$ cat src/rtl/led_sweep_ctrl_pkg.sv
// Shared definitions for the LED ring sweep sequencer: state encoding,
// reset pattern and counter sizing.
package led_sweep_ctrl_pkg;

  typedef enum logic [2:0] {
    ST_IDLE    = 3'd0,
    ST_SWEEP_L = 3'd1,
    ST_PAUSE_L = 3'd2,
    ST_SWEEP_R = 3'd3,
    ST_PAUSE_R = 3'd4
  } state_t;

  localparam logic [63:0] LED_RESET = 64'd1;

  // Bits needed to count 0..n-1; never narrower than one bit.
  function automatic int unsigned cnt_width(input int unsigned n);
    return (n < 2) ? 1 : $clog2(n);
  endfunction

endpackage

$ cat src/rtl/led_sweep_ctrl_tick.sv
// Step-tick prescaler: single-cycle tick every TICK_CYCLES enabled clocks.
module tick_prescaler
  import led_sweep_ctrl_pkg::*;
#(
  parameter int unsigned TICK_CYCLES = 25_000_000
) (
  input  logic clk,
  input  logic rst,
  input  logic en,
  input  logic clr,
  output logic tick
);

  localparam int unsigned CW = cnt_width(TICK_CYCLES);
  localparam logic [CW-1:0] LAST = CW'(TICK_CYCLES - 1);

  logic [CW-1:0] cnt;

  assign tick = en && (cnt == LAST);

  always_ff @(posedge clk) begin
    if (!rst) begin
      cnt <= '0;
    end else if (clr) begin
      cnt <= '0;
    end else if (en) begin
      cnt <= tick ? '0 : cnt + CW'(1);
    end
  end

endmodule

$ cat src/rtl/led_sweep_ctrl.sv
// LED ring sweep sequencer: out-and-back rotation with end dwells, repeated
// for a programmed loop count, paced by the tick prescaler.
module led_sweep_ctrl
  import led_sweep_ctrl_pkg::*;
#(
  parameter int unsigned WIDTH       = 16,
  parameter int unsigned TICK_CYCLES = 25_000_000,
  parameter int unsigned STEPS       = 15,
  parameter int unsigned PAUSE_TICKS = 2,
  parameter int unsigned LOOPS       = 3
) (
  input  logic             clk,
  input  logic             rst,
  input  logic             start,
  input  logic             stop,
  input  logic             hold,
  output logic [WIDTH-1:0] led,
  output logic [2:0]       state,
  output logic             busy,
  output logic             done
);

  localparam int unsigned SW = cnt_width(STEPS);
  localparam int unsigned PW = cnt_width(PAUSE_TICKS);
  localparam int unsigned LW = cnt_width(LOOPS);
  localparam logic [SW-1:0] STEP_LAST  = SW'(STEPS - 1);
  localparam logic [PW-1:0] PAUSE_LAST = PW'(PAUSE_TICKS - 1);
  localparam logic [LW-1:0] LOOP_LAST  = LW'(LOOPS - 1);
  localparam logic [WIDTH-1:0] LED_INIT = LED_RESET[WIDTH-1:0];

  state_t        st;
  logic [SW-1:0] step_cnt;
  logic [PW-1:0] pause_cnt;
  logic [LW-1:0] loop_cnt;
  logic          tick;
  logic          pre_en;
  logic          pre_clr;
  logic          last_loop;

  assign state     = st;
  assign pre_en    = (st != ST_IDLE) && !hold;
  assign pre_clr   = (st == ST_IDLE) || stop;
  assign last_loop = (LOOPS != 0) && (loop_cnt == LOOP_LAST);

  tick_prescaler #(
    .TICK_CYCLES(TICK_CYCLES)
  ) u_prescaler (
    .clk (clk),
    .rst (rst),
    .en  (pre_en),
    .clr (pre_clr),
    .tick(tick)
  );

  always_ff @(posedge clk) begin
    if (!rst) begin
      st        <= ST_IDLE;
      led       <= LED_INIT;
      step_cnt  <= '0;
      pause_cnt <= '0;
      loop_cnt  <= '0;
      busy      <= 1'b0;
      done      <= 1'b0;
    end else begin
      done <= 1'b0;
      if (st != ST_IDLE && stop) begin
        st        <= ST_IDLE;
        busy      <= 1'b0;
        step_cnt  <= '0;
        pause_cnt <= '0;
        loop_cnt  <= '0;
      end else begin
        // tick is already suppressed by hold, so hold freezes every branch
        case (st)
          ST_IDLE: begin
            if (start && !stop) begin
              st        <= ST_SWEEP_L;
              busy      <= 1'b1;
              led       <= LED_INIT;
              step_cnt  <= '0;
              pause_cnt <= '0;
              loop_cnt  <= '0;
            end
          end
          ST_SWEEP_L: begin
            if (tick) begin
              led <= {led[WIDTH-2:0], led[WIDTH-1]};
              if (step_cnt == STEP_LAST) begin
                step_cnt <= '0;
                st       <= (PAUSE_TICKS == 0) ? ST_SWEEP_R : ST_PAUSE_L;
              end else begin
                step_cnt <= step_cnt + SW'(1);
              end
            end
          end
          ST_PAUSE_L: begin
            if (tick) begin
              if (pause_cnt == PAUSE_LAST) begin
                pause_cnt <= '0;
                st        <= ST_SWEEP_R;
              end else begin
                pause_cnt <= pause_cnt + PW'(1);
              end
            end
          end
          ST_SWEEP_R: begin
            if (tick) begin
              led <= {led[0], led[WIDTH-1:1]};
              if (step_cnt != STEP_LAST) begin
                step_cnt <= step_cnt + SW'(1);
              end else begin
                step_cnt <= '0;
                if (PAUSE_TICKS != 0) begin
                  st <= ST_PAUSE_R;
                end else if (last_loop) begin
                  st       <= ST_IDLE;
                  busy     <= 1'b0;
                  done     <= 1'b1;
                  loop_cnt <= '0;
                end else begin
                  st       <= ST_SWEEP_L;
                  loop_cnt <= loop_cnt + LW'(1);
                end
              end
            end
          end
          ST_PAUSE_R: begin
            if (tick) begin
              if (pause_cnt != PAUSE_LAST) begin
                pause_cnt <= pause_cnt + PW'(1);
              end else begin
                pause_cnt <= '0;
                if (last_loop) begin
                  st       <= ST_IDLE;
                  busy     <= 1'b0;
                  done     <= 1'b1;
                  loop_cnt <= '0;
                end else begin
                  st       <= ST_SWEEP_L;
                  loop_cnt <= loop_cnt + LW'(1);
                end
              end
            end
          end
          default: begin
            st   <= ST_IDLE;
            busy <= 1'b0;
          end
        endcase
      end
    end
  end

endmodule

$ cat config.mk
export PLATFORM = sky130hd
export DESIGN_NAME = led_sweep_ctrl
export DESIGN_NICKNAME = d
export VERILOG_FILES = /design/src/rtl/led_sweep_ctrl_pkg.sv /design/src/rtl/led_sweep_ctrl_tick.sv /design/src/rtl/led_sweep_ctrl.sv
export SDC_FILE = /design/constraint.sdc
export NUM_CORES = 1
export LEC_CHECK = 0
export CAP_MARGIN = 15
export CORE_MARGIN = 8
export CORE_UTILIZATION = 30
export DETAILED_ROUTE_END_ITERATION = 16
export PLACE_DENSITY_LB_ADDON = 0.1
export SLEW_MARGIN = 20
export SYNTH_ARGS = -nofsm -noshare
export SYNTH_HDL_FRONTEND = slang
export SYNTH_SLANG_ARGS = --single-unit
$ cat constraint.sdc
create_clock -name clk -period 5 [get_ports clk]
set_input_delay 1 -clock clk [delete_from_list [all_inputs] [get_ports clk]]
set_output_delay 1 -clock clk [all_outputs]
set_load 0.01 [all_outputs]
Word-level counts from Yosys, hierarchy flattened. Cells that the tools add are included.

Logic and storage cells: 97. Input bits: 5. Register bits after elaboration: 53. Output and inout port bits: 21.

Equality and inequality tests: 19. Mux-type cells: 37. Bitwise operators: 6. $add $sub $neg: 4. Reductions and logical operators: 23.

Operators by type and width (count): $mux W16 (3); $pmux W16 S3 (1); $mux W3 (9); $add A25 B1 Y25 const B (1); $eq A25 B25 Y1 const B (1); $mux W25 (1); $mux W4 (5); $pmux W3 S5 (1); $ne A2 B1 Y1 const B (6); $pmux W4 S3 (1); $ne A2 B2 Y1 const B (5); $reduce_and A5 Y1 (2); $mux W1 (9); $reduce_and A9 Y1 (1); $mux W2 (4); $reduce_and A4 Y1 (2); $eq A3 B2 Y1 const B (2); $not A1 Y1 (6); $reduce_bool A3 Y1 (2); $reduce_or A2 Y1 (3); $reduce_or A5 Y1 (1); $add A4 B1 Y4 const B (1); $eq A4 B4 Y1 const B (1); $logic_and A1 B1 Y1 (4); 15 further kinds (17).

Logic depth before layout (Yosys ltp). Gate-level depths: netlist of run 1.

Depth in word-level cells: 5. Mapped depth: 9. Gate-level depth less buffers: 7.

By module. From an unflattened synthesis of run 1, not the netlist that was laid out.

Cell total of the unflattened synthesis: 329. Area, all modules: 2915.3 um^2.

Modules (own cells, without submodules): led_sweep_ctrl (cells an instance 176, area an instance 1559.0 um^2, seq. area each 560.5 um^2, instances 1); tick_prescaler (cells an instance 153, area an instance 1356.3 um^2, seq. area each 500.5 um^2, instances 1).

Worst setup path before layout of run 1. Ideal clock, no wire load.

Path type: input to register. From: input hold. To: register loop_cnt[0]. Stages: 6. Path buffers: 1. Setup time: 72 ps. Arrival: 2344 ps. Data required time: 4928 ps. Setup slack: 2584 ps. Cell sequence: and3b_1 > and3_1 > clkbuf_1 > nand3_2 > or4_1 > a21oi_1.

Longest elaborated chain between the ends: 5.

RTL lines: start: declaration (line led_sweep_ctrl.sv:16) `input logic hold,`; $logic_not A1 Y1 (line led_sweep_ctrl.sv:41) `assign pre_en = (st != ST_IDLE) && !hold;`; $logic_and A1 B1 Y1 (line led_sweep_ctrl.sv:41); $logic_and A1 B1 Y1 (line led_sweep_ctrl_tick.sv:19) `assign tick = en && (cnt == LAST);`; $ne A2 B1 Y1 (no source line); $reduce_and A4 Y1 (no source line); end signal: assignment (line led_sweep_ctrl.sv:122) `loop_cnt <= loop_cnt + LW'(1);`; end signal: assignment (line led_sweep_ctrl.sv:140) `loop_cnt <= loop_cnt + LW'(1);`; end: declaration (line led_sweep_ctrl.sv:34) `logic [LW-1:0] loop_cnt;`.

Every way passes these cells. A chain may end at the register's enable or synchronous reset.

Final worst setup path of run 1.
From: input hold. To: register u_prescaler.cnt[3].

Longest elaborated chain between the ends: 4.

RTL lines: $logic_not A1 Y1 * (line led_sweep_ctrl.sv:41); $logic_and A1 B1 Y1 * (line led_sweep_ctrl.sv:41); $logic_and A1 B1 Y1 (line led_sweep_ctrl_tick.sv:19); $mux W25 (line led_sweep_ctrl_tick.sv:27) `cnt <= tick ? '0 : cnt + CW'(1);`; end signal: assignment (line led_sweep_ctrl_tick.sv:27); end: declaration (line led_sweep_ctrl_tick.sv:17) `logic [CW-1:0] cnt;`.

Every way passes the cells marked *; elsewhere a longest branch is shown, timed or not.

==> results of run 1 <==
-- cells by family after synthesis --
| kind of cell | count (synthesis) |
|---|---|
| and+or+nand+nor | 160 |
| buffers and inverters | 24 |
| adders and majority gates | 3 |
| DFF | 53 |
| xor gates and xnor gates | 24 |
| muxes | 18 |
| AOI/OAI and AO/OA | 43 |
-- worst max-delay path, cell delays in order --
cell and delay [ps]:
clkdlybuf4s50_1 490, and3b_1 330, and3_1 320, nand3_2 200, nand2b_1 660, nor2_1 110
-- power by group through the flow --
stage                     Clock (mW)  Sequential, mW  Combinational [mW]
after global placement             0           0.460              0.0906
after floorplan                    0           0.461              0.0458
after CTS                      0.259           0.450              0.0912
after global routing           0.275           0.452              0.0993
after detailed placement           0           0.460              0.0906
final                          0.252           0.450              0.0899
-- layout by cell type (no fill, tap or decap), types with 9 or more instances in the layout --
cell type        netlist  layout
dfxtp_1               53      53
nand2_1               51      51
nor2_1                35      35
clkdlybuf4s50_1        0      25
xnor2_1               16      16
mux2_2                15      15
a22oi_1               15      15
nand4_1               13      13
nand3_1               12      12
nor3_1                 9       9
-- flip-flops by register name (all words and copies together), names as in the netlist --
register	flops
pause_cnt	1
led	16
loop_cnt	2
u_prescaler.cnt	25
state	3
step_cnt	4
busy	1
done	1
-- layout make-up --
type,instances,area (µm²)
clock buffers,6,72.6
clock inverters,2,15.0
fillers,899,5610
inverters,8,30.0
multi-input cells,248,1570
flip-flops and latches,53,1060
well taps,108,135
repair buffers,28,273
-- routing by layer --
layer | global-route usage | share of wire | vias to the layer above
li1 | - | - | 1196
met4 | 0.0267 | 0.0062 | 0
met1 | 0.138 | 0.51 | 1074
met2 | 0.179 | 0.45 | 28
met5 | 0 | 0 | -
met3 | 0.0274 | 0.034 | 5
-- stage by stage --
stage                     cells  utilization
after floorplan             325            -
after global placement      445        0.350
after detailed placement    445        0.350
after CTS                   453        0.360
after global routing        453        0.360
final                       453        0.360
-- synthesized netlist by cell type (3+ instances only) --
| master | instances | area, µm² |
|---|---|---|
| xnor2_1 | 16 | 140 |
| a22oi_1 | 15 | 113 |
| buf_2 | 3 | 15.0 |
| mux2i_1 | 3 | 30.0 |
| nor2_1 | 35 | 131 |
| or4_1 | 5 | 37.5 |
| xor2_1 | 8 | 70.1 |
| clkbuf_1 | 11 | 41.3 |
| nand4_1 | 13 | 81.3 |
| mux2_2 | 15 | 169 |
| ha_1 | 3 | 37.5 |
| nand3_1 | 12 | 60.1 |
| or3_1 | 3 | 18.8 |
| and3_1 | 5 | 31.3 |
| dfxtp_1 | 53 | 1060 |
| and4_1 | 5 | 43.8 |
| a21oi_1 | 8 | 40.0 |
| inv_1 | 8 | 30.0 |
| nor3_1 | 9 | 45.0 |
| nor4_1 | 3 | 18.8 |
| and2_1 | 5 | 31.3 |
| nor2b_1 | 4 | 25.0 |
| nand2_1 | 51 | 191 |
-- how the worst max path moves through the flow --
| stage | startpoint | end | slack (ps) | depth (start not counted) |
|---|---|---|---|---|
| CTS | hold | u_prescaler.cnt[20]$_SDFFE_PP0P_ | 2000 | 6 |
| global placement | rst | led[0]$_SDFFE_PN1P_ | 1430 | 5 |
| global route | hold | u_prescaler.cnt[24]$_SDFFE_PP0P_ | 1840 | 6 |
| detailed placement | hold | u_prescaler.cnt[6]$_SDFFE_PP0P_ | 1670 | 6 |
| floorplan | hold | loop_cnt[0]$_SDFFE_PP0P_ | 2580 | 6 |
| finish | hold | u_prescaler.cnt[3]$_SDFFE_PP0P_ | 2030 | 6 |
==> flow_summary.yaml, run 1 <==
die:
  design.core.area_mm2: 0.00876
  pin_count: 26
  die_h_um: 111
  fp.dieW_um: 111
  rows: 34
  start_util: 0.311
  dieArea_mm2: 0.0124
detailed_routing:
  vias: 2303
  drt_iter0_drc: 80
  drc: 0
  drt-pass1-iter-count: 4
  via_per_inst: 5.08
  wl_per_cell_um: 15.0
  ant_nets: 0
  wirelength_um: 6790
sta:
  holdWs_ps: 481
  hold_viol: 0
  setup_tns_ps: 0
  setup_viol: 0
  min_period_ps: 2970
  grt_setup_unrepaired: "no"
  min_period_over_period: 0.594
  relSlewSlack: 0.405
  fin_ws_ps: 2030
  max_freq_ghz: 0.337
  finClkSkew_ps: 15.6
  slew_viol_final: 0
  tightest_slew_ps: 890
pwr:
  p_per_area_mw_per_mm2: 251
  combinationalPowerShare: 0.114
  netSwitchingFraction: 0.268
  seqPwrFrac: 0.568
  internal-power_mw: 0.580
  p_switching_mw: 0.212
  leakagePower_nw: 1.06
  p_clk_frac: 0.318
  peakVddDrop_v: 0.000119
  finalPower_mw: 0.791
setup_path:
  critical_path.endpoint_type: "flop"
  r2r_start: "state[2]$_SDFFE_PP0P_"
  start_kind: "primary input"
  r2r_slack_ps: 2340
  cp_max_fo: 21
  r2r_end: "led[0]$_SDFFE_PN1P_"
  crit_type: "primary input to flop"
  reg2regPathDepth: 4
  crit_arrival_ps: 3130
  worstPathRequired_ps: 5160
synth:
  async_flop_share: 0
  synthXorXnorAreaFrac: 0.0771
  syn-num-nets: 333
  ys_seq_area_frac: 0.389
  synth-seq-cells: 53
  synth_top_family_by_area: "simple AND/OR/NAND/NOR gates"
  yosys.area_share.simple: 0.300
  syn_area_mm2: 0.00273
  muxShareOfSynthArea: 0.0730
  synth_edf_count: 0
  avgSynthCellArea_um2: 8.39
  ys_warn_count: 0
  synth-adder-area-share: 0.0138
  ys.flop_type: "dfxtp_1"
  synth_cells: 325
  yosysUniqueCellTypes: 47
  synth_compound_area_frac: 0.112
clock_tree:
  cts.path.max_buffers: 2
  htree_num_levels: 2
  cts.sinks: 53
  cts_root_buf: "clkbuf_8"
  cts.hold.buffers_added: 0
  cts_setup_buffers: 0
  clk_latency_ps: 310
  cts_buffers: 5
  cts_tree: "done"
  path_clk_slew_ps: 90
  cts_resized: 0
grt:
  grt_usage: 0.108
  grt_antenna_before_repair: 0
  overflow: 0
  grt_pass1_wl_um: 11500
  grt_pass1_vias: 2309
  grt_max_degree: 26
layout:
  area_growth_pct: 15.8
  drive_gt1_frac: 0.0957
  final_design_area_no_fill_mm2: 0.00316
  diodes: 0
  layout.nets: 352
placement:
  pre_cts_ws_ps: 1670
  place_congestion: 0.752
  post-dp-hpwl_um: 4640
  dpl_cell_area_mm2: 0.00307
  port-buffer-count: 25
status:
  status: "complete, no violations"
worst_hold_path:
  min_path_cells: 2
  hold_path_class: "flop to flop"
  min_from: "u_prescaler.cnt[1]$_SDFFE_PP0P_"
  holdPathEnd: "u_prescaler.cnt[1]$_SDFFE_PP0P_"
run:
  cap_viol_max_count: 0
Note: power is estimated with default switching activity, not from simulation.
==> run 2: changes to the inputs <==
==> constraint.sdc (replaced) <==
create_clock -name clk -period 2.8 [get_ports clk]
set_input_delay 0.56 -clock clk [delete_from_list [all_inputs] [get_ports clk]]
set_output_delay 0.56 -clock clk [all_outputs]
set_load 0.01 [all_outputs]
==> run 2 against run 1 <==
Clock-buffer cell count decreased by 1. Clock skew decreased by 3.0 ps. Final cell count is 1.8% higher.
==> flow_summary.yaml, run 2 (same netlist as run 1, synthesis figures left out) <==
status:
  status: "complete, no violations"
setup_path:
  worstPathRequired_ps: 3040
  crit_arrival_ps: 2580
  r2r_end: "pause_cnt$_SDFFE_PP0P_"
  crit_type: "primary input to flop"
  start_kind: "primary input"
  critical_path.endpoint_type: "flop"
  cp_max_fo: 7
  r2r_start: "u_prescaler.cnt[6]$_SDFFE_PP0P_"
  reg2regPathDepth: 5
  r2r_slack_ps: 550
clock_tree:
  cts.sinks: 53
  cts_setup_buffers: 0
  htree_num_levels: 2
  cts_root_buf: "clkbuf_8"
  cts.path.max_buffers: 2
  cts.hold.buffers_added: 0
  cts_resized: 0
  path_clk_slew_ps: 110
  cts_tree: "done"
  clk_latency_ps: 300
  cts_buffers: 5
detailed_routing:
  via_per_inst: 5.05
  wl_per_cell_um: 14.5
  vias: 2327
  drt-pass1-iter-count: 4
  ant_nets: 0
  wirelength_um: 6690
  drt_iter0_drc: 136
  drc: 0
sta:
  hold_viol: 0
  min_period_over_period: 0.835
  relSlewSlack: 0.716
  max_freq_ghz: 0.428
  setup_tns_ps: 0
  finClkSkew_ps: 12.6
  min_period_ps: 2340
  fin_ws_ps: 461
  setup_viol: 0
  slew_viol_final: 0
  grt_setup_unrepaired: "no"
  tightest_slew_ps: 425
grt:
  grt_antenna_before_repair: 0
  grt_max_degree: 26
  overflow: 0
  grt_pass1_wl_um: 11400
  grt_pass1_vias: 2300
  grt_usage: 0.107
die:
  pin_count: 26
  start_util: 0.311
  fp.dieW_um: 111
  design.core.area_mm2: 0.00876
  rows: 34
  dieArea_mm2: 0.0124
  die_h_um: 111
placement:
  port-buffer-count: 25
  pre_cts_ws_ps: 152
  post-dp-hpwl_um: 4740
  place_congestion: 0.817
pwr:
  seqPwrFrac: 0.499
  p_switching_mw: 0.379
  leakagePower_nw: 1.13
  combinationalPowerShare: 0.108
  p_clk_frac: 0.394
  netSwitchingFraction: 0.236
  internal-power_mw: 1.23
  p_per_area_mw_per_mm2: 490
  peakVddDrop_v: 0.000325
layout:
  regMostFlops: "u_prescaler.cnt"
  layout_commonest_cell: "dfxtp_1"
  drive_gt1_frac: 0.116
  area_growth_pct: 20.2
  largestRegisters: "u_prescaler.cnt x25, led x16, step_cnt x4"
  largest_reg_flops: 25
  diodes: 0
  final_cell_mix: "dfxtp_1 (53), nand2_1 (51), nor2_1 (35)"
  layout.nets: 360
run:
  cap_viol_max_count: 0
worst_hold_path:
  holdPathEnd: "u_prescaler.cnt[1]$_SDFFE_PP0P_"
  hold_path_class: "flop to flop"
  min_path_cells: 2
  min_from: "u_prescaler.cnt[1]$_SDFFE_PP0P_"
==> run 2: layer usage <==
layer	vias up	track usage	part of all wire
met3	2	0.0290	0.038
met1	1080	0.139	0.49
met5	-	0	0
met4	0	0.0213	0.0043
met2	33	0.175	0.47
li1	1212	-	-
==> run 2: power by group through the flow <==
stage / sequential (mW) / combinational [mW] / clock, mW
after floorplan: 0.823 / 0.0819 / 0
after global placement: 0.819 / 0.176 / 0
after detailed placement: 0.818 / 0.175 / 0
after CTS: 0.801 / 0.176 / 0.649
after global routing: 0.805 / 0.193 / 0.681
final: 0.801 / 0.173 / 0.632
==> run 2: final cells by class <==
| class | count | area (µm²) |
|---|---|---|
| tap | 108 | 135 |
| timing repair buffer | 36 | 345 |
| multi-input combinational | 248 | 1570 |
| clock buffer | 5 | 68.8 |
| inverter | 8 | 30.0 |
| clock inverter | 3 | 68.8 |
| sequential | 53 | 1060 |
| fill | 902 | 5490 |
==> run 2: worst max path at each step <==
stage / depth (start not counted) / to / startpoint
floorplan: 6 / led[6]$_SDFFE_PN0P_ / u_prescaler.cnt[7]$_SDFFE_PP0P_
global placement: 6 / loop_cnt[0]$_SDFFE_PP0P_ / hold
detailed placement: 6 / loop_cnt[0]$_SDFFE_PP0P_ / hold
CTS: 6 / loop_cnt[0]$_SDFFE_PP0P_ / hold
global route: 6 / state[0]$_SDFFE_PP0P_ / hold
finish: 6 / pause_cnt$_SDFFE_PP0P_ / hold
==> run 2: through the flow <==
step	power, mW	cells	hold slack [ps]	utilization	area, µm²
floorplan	0.904	325	445	-	2730
global placement	0.994	453	462	0.358	3140
detailed placement	0.993	453	463	0.358	3140
CTS	1.63	461	480	0.374	3280
global route	1.68	461	501	0.374	3280
finish	1.61	461	476	0.374	3280
==> run 2: critical path: stages <==
cell	delay (ps)
clkdlybuf4s50_1	490
and3b_1	350
and3_1	320
nand4_1	190
or4_1	510
a21oi_1	140
